==> config.mk <==
export PLATFORM = sky130hd
export DESIGN_NAME = hazard_unit
export DESIGN_NICKNAME = d
export VERILOG_FILES = /design/src/rtl/hazard_unit.sv
export SDC_FILE = /design/constraint.sdc
export NUM_CORES = 1
export LEC_CHECK = 0
export ABC_AREA = 1
export BUFFER_PORTS_ARGS = -buffer_cell sky130_fd_sc_hd__buf_4
export CAP_MARGIN = 20
export CORE_MARGIN = 10
export CORE_UTILIZATION = 43
export DETAILED_ROUTE_END_ITERATION = 7
export PLACE_DENSITY = 0.8
export SYNTH_ARGS = -nofsm -noshare
export SYNTH_HDL_FRONTEND = slang
export SYNTH_SLANG_ARGS = --single-unit
==> constraint.sdc <==
create_clock -name clk -period 1.6 [get_ports clk]
set_input_delay 0.24 -clock clk [delete_from_list [all_inputs] [get_ports clk]]
set_output_delay 0.24 -clock clk [all_outputs]
set_load 0.005 [all_outputs]
==> src/rtl/hazard_unit.sv <==
// hazard_unit: interlock, bypass-select and flush control for a 5-stage
// MIPS-style pipeline (F, D, E, M, W).
// The multi-cycle MDU interlock (busy counter, mdu_busy, MDU stall term) is
// built only when the macro HAZARD_MDU_EN is defined; otherwise mdu_busy is
// tied low and mdu_start_D / mdu_read_D are ignored.

module hazard_unit #(
    parameter int REG_AW  = 5,
    parameter int MDU_LAT = 8,
    parameter int CNT_W   = 4
) (
    input  logic              clk,
    input  logic              rst_n,
    input  logic [REG_AW-1:0] rs_D,
    input  logic [REG_AW-1:0] rt_D,
    input  logic              rs_useD,
    input  logic              rt_useD,
    input  logic              rs_useE,
    input  logic              rt_useE,
    input  logic [REG_AW-1:0] rs_E,
    input  logic [REG_AW-1:0] rt_E,
    input  logic              wr_E,
    input  logic              wr_M,
    input  logic              wr_W,
    input  logic [REG_AW-1:0] waddr_E,
    input  logic [REG_AW-1:0] waddr_M,
    input  logic [REG_AW-1:0] waddr_W,
    input  logic [1:0]        wsrc_E,
    input  logic [1:0]        wsrc_M,
    input  logic              redirect_D,
    input  logic              mdu_start_D,
    input  logic              mdu_read_D,
    output logic              PCWr,
    output logic              pipeRegWr_F,
    output logic              pipeRegWr_D,
    output logic              pipeRegWr_E,
    output logic              pipeRegWr_M,
    output logic              pipeRegWr_W,
    output logic              flush_F,
    output logic              flush_D,
    output logic              flush_E,
    output logic              flush_M,
    output logic              flush_W,
    output logic              stall_D,
    output logic [2:0]        rs_D_Bp_Sel,
    output logic [2:0]        rt_D_Bp_Sel,
    output logic [2:0]        rs_E_Bp_Sel,
    output logic [2:0]        rt_E_Bp_Sel,
    output logic              mdu_busy
);

    // Write-data source encodings.
    localparam logic [1:0] WSRC_ALU  = 2'd0;
    localparam logic [1:0] WSRC_DM   = 2'd1;
    localparam logic [1:0] WSRC_LINK = 2'd2;

    // Bypass mux selects.
    localparam logic [2:0] BP_RF     = 3'd0;
    localparam logic [2:0] BP_E_LINK = 3'd1;
    localparam logic [2:0] BP_M_ALU  = 3'd2;
    localparam logic [2:0] BP_M_LINK = 3'd3;
    localparam logic [2:0] BP_W      = 3'd4;

    localparam logic [CNT_W-1:0] LAT_C = CNT_W'(MDU_LAT);

    // A producer matches only if it really writes, is not a bubble, and is not $0.
    function automatic logic hit(input logic [REG_AW-1:0] src, input logic wr,
                                 input logic fl, input logic [REG_AW-1:0] dst);
        return wr && !fl && (dst != '0) && (dst == src);
    endfunction

    // D-stage select: youngest producer wins; a non-forwardable E/M match
    // (stall case) blocks older producers so stale data is never chosen.
    function automatic logic [2:0] sel_d(input logic use_op, input logic he,
                                         input logic hm, input logic hw,
                                         input logic [1:0] ws_e, input logic [1:0] ws_m);
        logic [2:0] s;
        s = BP_RF;
        if (use_op) begin
            if (he) begin
                if (ws_e == WSRC_LINK) s = BP_E_LINK;
            end else if (hm) begin
                if (ws_m == WSRC_ALU)       s = BP_M_ALU;
                else if (ws_m == WSRC_LINK) s = BP_M_LINK;
            end else if (hw) begin
                s = BP_W;
            end
        end
        return s;
    endfunction

    // E-stage select: M has priority over W.
    function automatic logic [2:0] sel_e(input logic use_op, input logic hm,
                                         input logic hw, input logic [1:0] ws_m);
        logic [2:0] s;
        s = BP_RF;
        if (use_op) begin
            if (hm) begin
                if (ws_m == WSRC_ALU)       s = BP_M_ALU;
                else if (ws_m == WSRC_LINK) s = BP_M_LINK;
            end else if (hw) begin
                s = BP_W;
            end
        end
        return s;
    endfunction

    logic flush_f_q, flush_d_q, flush_e_q, flush_m_q, flush_w_q;
    logic flush_f_d, flush_d_d, flush_e_d, flush_m_d, flush_w_d;

    logic rs_d_hit_e, rs_d_hit_m, rs_d_hit_w;
    logic rt_d_hit_e, rt_d_hit_m, rt_d_hit_w;
    logic rs_e_hit_m, rs_e_hit_w, rt_e_hit_m, rt_e_hit_w;
    logic stall_raw, mdu_stall;

    assign rs_d_hit_e = hit(rs_D, wr_E, flush_e_q, waddr_E);
    assign rs_d_hit_m = hit(rs_D, wr_M, flush_m_q, waddr_M);
    assign rs_d_hit_w = hit(rs_D, wr_W, flush_w_q, waddr_W);
    assign rt_d_hit_e = hit(rt_D, wr_E, flush_e_q, waddr_E);
    assign rt_d_hit_m = hit(rt_D, wr_M, flush_m_q, waddr_M);
    assign rt_d_hit_w = hit(rt_D, wr_W, flush_w_q, waddr_W);
    assign rs_e_hit_m = hit(rs_E, wr_M, flush_m_q, waddr_M);
    assign rs_e_hit_w = hit(rs_E, wr_W, flush_w_q, waddr_W);
    assign rt_e_hit_m = hit(rt_E, wr_M, flush_m_q, waddr_M);
    assign rt_e_hit_w = hit(rt_E, wr_W, flush_w_q, waddr_W);

`ifdef HAZARD_MDU_EN
    logic [CNT_W-1:0] mdu_cnt_q, mdu_cnt_d;

    assign mdu_busy  = (mdu_cnt_q != '0);
    assign mdu_stall = mdu_busy && (mdu_start_D || mdu_read_D);

    // MDU countdown: load on an accepted start, count down to zero, hold there.
    always_comb begin
        // NOTE: default assignment first so no path leaves mdu_cnt_d unassigned (no latch).
        mdu_cnt_d = mdu_cnt_q;
        if (mdu_start_D && !flush_D) mdu_cnt_d = LAT_C;
        else if (mdu_busy)           mdu_cnt_d = mdu_cnt_q - CNT_W'(1);
    end

    // MDU counter register with synchronous clear.
    always_ff @(posedge clk) begin
        if (!rst_n) mdu_cnt_q <= '0;
        else        mdu_cnt_q <= mdu_cnt_d;
    end
`else
    logic unused_mdu;
    assign mdu_busy   = 1'b0;
    assign mdu_stall  = 1'b0;
    assign unused_mdu = ^{mdu_start_D, mdu_read_D, LAT_C};
`endif

    // Interlock: operands that cannot be bypassed in time, plus MDU busy.
    always_comb begin
        stall_raw = 1'b0;
        if (((rs_useD && rs_d_hit_e) || (rt_useD && rt_d_hit_e)) &&
            (wsrc_E == WSRC_ALU || wsrc_E == WSRC_DM)) stall_raw = 1'b1;
        if (((rs_useD && rs_d_hit_m) || (rt_useD && rt_d_hit_m)) &&
            (wsrc_M == WSRC_DM)) stall_raw = 1'b1;
        if (((rs_useE && rs_d_hit_e) || (rt_useE && rt_d_hit_e)) &&
            (wsrc_E == WSRC_DM)) stall_raw = 1'b1;
        if (mdu_stall) stall_raw = 1'b1;
    end

    // A stalled D slot is turned into a bubble travelling down into E.
    assign stall_D     = !flush_d_q && stall_raw;
    assign flush_F     = flush_f_q;
    assign flush_D     = flush_d_q || stall_D;
    assign flush_E     = flush_e_q;
    assign flush_M     = flush_m_q;
    assign flush_W     = flush_w_q;

    assign PCWr        = !stall_D;
    assign pipeRegWr_F = !stall_D;
    assign pipeRegWr_D = !stall_D;
    assign pipeRegWr_E = 1'b1;
    assign pipeRegWr_M = 1'b1;
    assign pipeRegWr_W = 1'b1;

    assign rs_D_Bp_Sel = sel_d(rs_useD, rs_d_hit_e, rs_d_hit_m, rs_d_hit_w, wsrc_E, wsrc_M);
    assign rt_D_Bp_Sel = sel_d(rt_useD, rt_d_hit_e, rt_d_hit_m, rt_d_hit_w, wsrc_E, wsrc_M);
    assign rs_E_Bp_Sel = sel_e(rs_useE, rs_e_hit_m, rs_e_hit_w, wsrc_M);
    assign rt_E_Bp_Sel = sel_e(rt_useE, rt_e_hit_m, rt_e_hit_w, wsrc_M);

    // Flush chain next state: bubbles shift one stage per cycle; redirects
    // from a slot that is already a bubble are ignored.
    always_comb begin
        flush_f_d = 1'b0;
        flush_d_d = flush_f_q || (redirect_D && !flush_D);
        flush_e_d = flush_D;
        flush_m_d = flush_e_q;
        flush_w_d = flush_m_q;
    end

    // Flush registers; reset fills the whole pipe with bubbles.
    always_ff @(posedge clk) begin
        // NOTE: non-blocking so every stage samples its neighbour's pre-edge value.
        if (!rst_n) begin
            flush_f_q <= 1'b1;
            flush_d_q <= 1'b1;
            flush_e_q <= 1'b1;
            flush_m_q <= 1'b1;
            flush_w_q <= 1'b1;
        end else begin
            flush_f_q <= flush_f_d;
            flush_d_q <= flush_d_d;
            flush_e_q <= flush_e_d;
            flush_m_q <= flush_m_d;
            flush_w_q <= flush_w_d;
        end
    end

endmodule

==> results of run 1 <==
-- where the power goes --
| part | total, W | switching, W | internal [W] |
|---|---|---|---|
| logic | 0.000395 | 0.000210 | 0.000184 |
| registers | 0.000133 | 0.00000271 | 0.000130 |
| clock network | 0.000154 | 0.0000626 | 0.0000910 |
-- path summary, 6_finish.rpt --
| kind | end | slack (ps) | cells after the start |
|---|---|---|---|
| max | pipeRegWr_D | -100 | 11 |
| min | flush_F | 190 | 2 |
| max reg2reg | flush_d_q | 290 | 11 |
| min reg2reg | flush_d_q | 460 | 2 |
-- cell families (layout without fill, tap and decap cells) --
family	Yosys count	in the layout	share of synthesized area, %
simple gates	87	87	37.0
buf+inv	42	110	17.5
xor+xnor	36	36	26.5
compound gates	19	19	10.2
flops	5	5	8.21
other cells	2	4	0.616
-- synthesized netlist by cell type, types with 2 or more instances --
master | number | area [um2]
a21oi_1 | 6 | 30.0
buf_2 | 3 | 15.0
buf_4 | 6 | 45.0
buf_6 | 4 | 45.0
conb_1 | 2 | 7.51
dfxtp_1 | 5 | 100
inv_1 | 25 | 93.8
inv_2 | 4 | 15.0
nand2_1 | 28 | 105
nand2_2 | 3 | 18.8
nand3_1 | 11 | 55.1
nand3_2 | 3 | 30.0
nand4_1 | 7 | 43.8
nor2_1 | 15 | 56.3
nor2_2 | 4 | 25.0
nor3_1 | 5 | 25.0
nor4_1 | 3 | 18.8
nor4_2 | 2 | 25.0
o22ai_1 | 5 | 31.3
o32ai_1 | 2 | 17.5
or2_2 | 4 | 25.0
xnor2_1 | 14 | 123
xor2_1 | 21 | 184
-- critical path, stage by stage (launching register included) --
cell and delay, ps:
dfxtp_2 320, nor2_2 90, nand2_2 80, nor2_4 130
nand3_2 100, nand2_1 80, nand2_1 40, nand2_1 70
nor2_2 50, inv_2 60, nand2_4 50, buf_4 140
-- registers in the layout (all words and copies together) (netlist names) --
name	cells
flush_F	1
flush_E	1
flush_d_q	1
flush_M	1
flush_W	1
-- through the flow --
| step | hold WS, ps | setup WS [ps] | TNS [ps] | util, % | cells |
|---|---|---|---|---|---|
| floorplan | 325 | 119 | 0 | - | 193 |
| global placement | 433 | -39.6 | -131 | 62.5 | 284 |
| detailed placement | 440 | -61.3 | -253 | 62.5 | 284 |
| CTS | 184 | -77.5 | -335 | 65.6 | 290 |
| global route | 188 | -197 | -1610 | 71.4 | 292 |
| finish | 191 | -105 | -619 | 71.4 | 292 |
-- metal layers --
layer | GRT usage, % | vias up | part of all wire [%]
li1 | - | 745 | -
met1 | 17.0 | 686 | 40
met2 | 25.6 | 56 | 53
met3 | 4.71 | 2 | 6.8
met4 | 2.53 | 0 | 0.39
met5 | 0 | - | 0
-- final cells by class --
type | count | area (um2) | area share, %
well taps | 31 | 38.8 | 1.99
flip-flops and latches | 5 | 103 | 5.26
clock inverters | 1 | 5.00 | 0.257
inverters | 29 | 113 | 5.77
clock buffers | 3 | 22.5 | 1.15
repair buffers | 77 | 593 | 30.4
multi-input cells | 146 | 1080 | 55.2
-- timing repair --
action,in CTS,in global routing
setup endpoints to repair,14,16
setup buffers,2,2
gates resized for setup,12,27
pin swaps,11,12
endpoints found under the hold margin,0,0
cloned,0,0
==> summary.md, run 1 <==
| Metric | Value |
|---|---|
| Achievable Freq | `587 MHz` |
| CTS H-tree depth | `1` |
| Via count | `1,489` |
| Initial antenna violation count | `0` |
| Routed Antenna Nets | `0` |
| Number of synthesized flops with an enable pin | `0` |
| Setup Skew | `4.93 ps` |
| Num CTS Buffers | `3` |
| Clk slew on worst S/H paths | `50 ps` |
| Period Utilization, post-route | `107%` |
| Post-layout min period | `1700 ps` |
| CP Max Fanout | `4` |
| RSZ-0062 raised after global routing | `true` |
| Violated checks | `negative setup slack` |
| Filler cells | `238` |
| DRT Wirelength | `4.60 mm` |
| Clk buf depth | `2` |
| First-pass GRT wire length | `6.51 mm` |
| Commonest non-fill, non-tap cell in the layout | `buf_4` |
| Clock Latency Late Sink | `250 ps` |
| PD cells | `349 nW/um2` |
| Kind of end point of the critical path | `output port` |
| Yosys reg bits | `5` |
| Synth Cell Area | `1220 um2` |
| Die H | `73.3 um` |
| Largest net degree at the start of global routing | `8` |
| Critical path launch point type | `register` |
| Synth Instances | `191` |
| Max Cap Violations | `0` |
| Leakage | `0.970 nW` |
| Row count | `19` |
| DRC viols | `0` |
| Syn-to-layout area delta | `59.9%` |
| CP required | `1360 ps` |
| Die area | `5370 um2` |
| Final Hold Viols | `0` |
| Starting DRT DRC Count | `121` |
| Synth unique cells | `32` |
| Sum of net half-perimeters after detailed placement | `3.49 mm` |
| Most used DFF post-synth | `dfxtp_1` |
| TritonCTS clock tree | `yes` |
| Synth Area per Inst | `6.39 um2` |
| Setup crit start | `flush_E` |
| Worst IR Drop VDD | `0.000413 V` |
| # diodes | `0` |
| Ys Warns | `0` |
| I/O Pins | `76` |
| Vias in the first global route | `1,412` |
| Final worst slack | `-105 ps` |
| Gr ovfl total | `0` |
| Setup-failing EPs final | `10` |
| Sequential fraction of the synthesis area | `8.21%` |
| Hold Crit Class | `in2reg` |
| Gr usage total | `14.6%` |
| Hold buffers post-CTS | `0` |
| PortBufs | `69` |
| Total power | `0.000681 W` |
| Most frequent cells in the layout | `buf_4, nand2_1, inv_1, xor2_1, xnor2_1` |
| Setup CP Type | `reg2out` |
| Fin. max-slew vios | `0` |
| Vias per cell | `5.10` |
| Worst hold path startpoint | `rst_n` |
| Share of layout cells above drive strength 1 | `49.8%` |
| Root Buffer | `clkbuf_4` |
| Die Wd | `73.3 um` |
| Outcome | `complete, but fails checks` |
| Asr flop ratio synth | `0%` |
| GPL Wtd Cong | `0.905` |
| Initial Util | `44.6%` |
| Drt first pass iters | `4` |
| Routed len/inst | `15.7 um` |
| Core footprint | `2730 um2` |
| Critical Path AT | `1460 ps` |
| Clock Sinks | `5` |
| Post-placement cell area | `1710 um2` |
| Fin nets | `313` |
| Final Cell Area | `1950 um2` |
| RR Startpoint | `flush_E` |
(Power assumes the default switching activity.)
==> run 2, diff against run 1 <==
Settings changed: CORE_MARGIN 10 to 4.
==> summary.md, run 2 (synthesis results as in run 1) <==
| Metric | Value |
|---|---|
| Outcome | `complete, but fails checks` |
| Violated checks | `negative setup slack` |
| CTS H-tree depth | `1 (unchanged)` |
| Critical Path, Cell by Cell | `nor2_4, nand2_2, inv_2, nand4_1, a21oi_2, nor2_2, inv_2, nand2_4, buf_4` |
| Syn-to-layout area delta | `55.2%` |
| Max Cap Violations | `0 (unchanged)` |
| Hold Crit Class | `in2reg` |
| Clock Sinks | `5 (unchanged)` |
| Vias in the first global route | `1,340 (-5.1%)` |
| Clock Latency Late Sink | `240 ps (about the same)` |
| Share of layout cells above drive strength 1 | `47.9% (-1.9 points)` |
| Root Buffer | `clkbuf_4` |
| Gr ovfl total | `0 (unchanged)` |
| Setup Skew | `4.40 ps (-0.539 ps)` |
| Fin nets | `313 (unchanged)` |
| Total power | `0.000655 W (-3.8%)` |
| First-pass GRT wire length | `5.69 mm (-13%)` |
| DRC viols | `0 (unchanged)` |
| Most Frequent Cell on Critical Path | `inv_2` |
| PD cells | `346 nW/um2 (-0.91%)` |
| DRT Wirelength | `3.98 mm (-14%)` |
| Leakage | `0.950 nW (-2.1%)` |
| TritonCTS clock tree | `yes` |
| Vias per cell | `4.96 (-2.8%)` |
| Filler cells | `248 (+4.2%)` |
| PortBufs | `69 (unchanged)` |
| CP required | `1360 ps (about the same)` |
| Critical Path AT | `1440 ps (-20 ps)` |
| Final Cell Area | `1890 um2 (-3.0%)` |
| Num CTS Buffers | `3 (unchanged)` |
| Post-placement cell area | `1720 um2 (+0.88%)` |
| Slowest CP cell | `dfxtp_2` |
| Die area | `3750 um2 (-30%)` |
| Fin. max-slew vios | `0 (unchanged)` |
| Row count | `19 (unchanged)` |
| Routed len/inst | `13.6 um (-14%)` |
| Register area | `103 um2 (unchanged)` |
| Die H | `61.3 um (-16%)` |
| # diodes | `0 (unchanged)` |
| Critical path launch point type | `register` |
| Worst IR Drop VDD | `0.000618 V (+50%)` |
| Min Hold Slack | `219 ps (+28.6 ps)` |
| Period Utilization, post-route | `105% (-1.7 points)` |
| Setup-failing EPs final | `4 (-6)` |
| Setup CP Type | `reg2out` |
| Clk slew on worst S/H paths | `40 ps (about the same)` |
| Via count | `1,447 (-2.8%)` |
| Drt first pass iters | `4 (unchanged)` |
| Starting DRT DRC Count | `30 (-75%)` |
| Hold buffers post-CTS | `0 (unchanged)` |
| I/O Pins | `76 (unchanged)` |
| Clk buf depth | `2 (unchanged)` |
| Slowest stage delay, CP | `330 ps (about the same)` |
| Buf+Inv Stages, Crit Path | `3 (+1)` |
| Gr usage total | `19.9% (+5.3 points)` |
| Commonest non-fill, non-tap cell in the layout | `buf_4` |
| Kind of end point of the critical path | `output port` |
| DP Cell Count | `286 (+0.70%)` |
| Largest net degree at the start of global routing | `8 (unchanged)` |
| CP Max Fanout | `4 (unchanged)` |
| Post-layout util | `69.2% (-2.1 points)` |
| Die Wd | `61.3 um (-16%)` |
| Final Non-Filler Cells | `292 (unchanged)` |
| Multi-input gate area | `1020 um2 (-4.9%)` |
| Final Hold Viols | `0 (unchanged)` |
| Final worst slack | `-78.1 ps (+26.9 ps)` |
| RSZ-0062 raised after global routing | `true` |
| Initial antenna violation count | `0 (unchanged)` |
| Core footprint | `2730 um2 (unchanged)` |
| GPL Wtd Cong | `0.914 (+0.96%)` |
| Achievable Freq | `596 MHz (+1.6%)` |
| Sum of net half-perimeters after detailed placement | `3.16 mm (-9.4%)` |
| Routed Antenna Nets | `0 (unchanged)` |
| Most frequent cells in the layout | `buf_4, nand2_1, inv_1, xor2_1, xnor2_1` |
| Post-layout min period | `1680 ps (-26.9 ps)` |
| Kind of cell adding the most delay to the critical path | `simple AND/OR/NAND/NOR gates` |
| Initial Util | `44.6% (unchanged)` |
## run 2: cell types whose count changed in the layout (fill, tap and decap cells not counted), moves of 2 or more
cell | previous run | this run
xnor2_2 | 3 | 1
o32ai_2 | 2 | 0
nor2_2 | 5 | 8
a21oi_2 | 3 | 1
nor2_1 | 11 | 9
a21oi_1 | 4 | 6
xnor2_1 | 12 | 14
o32ai_1 | 0 | 2
## run 2: metrics by stage
step / setup TNS (ps) / setup WS [ps]
5_1_grt: -1120 / -186
6_report: -309 / -78.1
3_3_place_gp: -96.2 / -25.8
3_5_place_dp: -322 / -76.5
2_1_floorplan: 0 / 119
4_1_cts: -358 / -78.7
## run 2: repair_timing
action	CTS	global route
setup endpoints to repair	13	16
pin swaps	9	5
setup buffers	2	0
gates resized for setup	12	20
## run 2: power breakdown
group          internal [W]  switching [W]
Combinational      0.000179       0.000196
Clock             0.0000943      0.0000522
Sequential         0.000130     0.00000296
## run 2: layout make-up
type / count / share of cell area [%]
inverter: 29 / 5.75
timing repair buffer: 77 / 31.3
tap: 31 / 2.05
multi-input combinational: 146 / 54.1
clock buffer: 4 / 1.39
sequential: 5 / 5.42
## run 2: path summary, 6_finish.rpt
kind / slack, ps / endpoint / depth (start not counted) / startpoint
worst max-delay path: -80 / PCWr / 9 / flush_M
worst max register to register: 300 / flush_d_q / 9 / flush_M
worst min-delay path: 220 / flush_F / 2 / rst_n
worst min register to register: 470 / flush_d_q / 2 / flush_F
## run 2: per-layer routing
layer	part of all wire (%)	wire, um	track usage [%]
met1	41	1650	25.0
met2	51	2020	36.0
met3	6.1	241	3.14
met4	1.7	67	3.41
met5	0	0	0
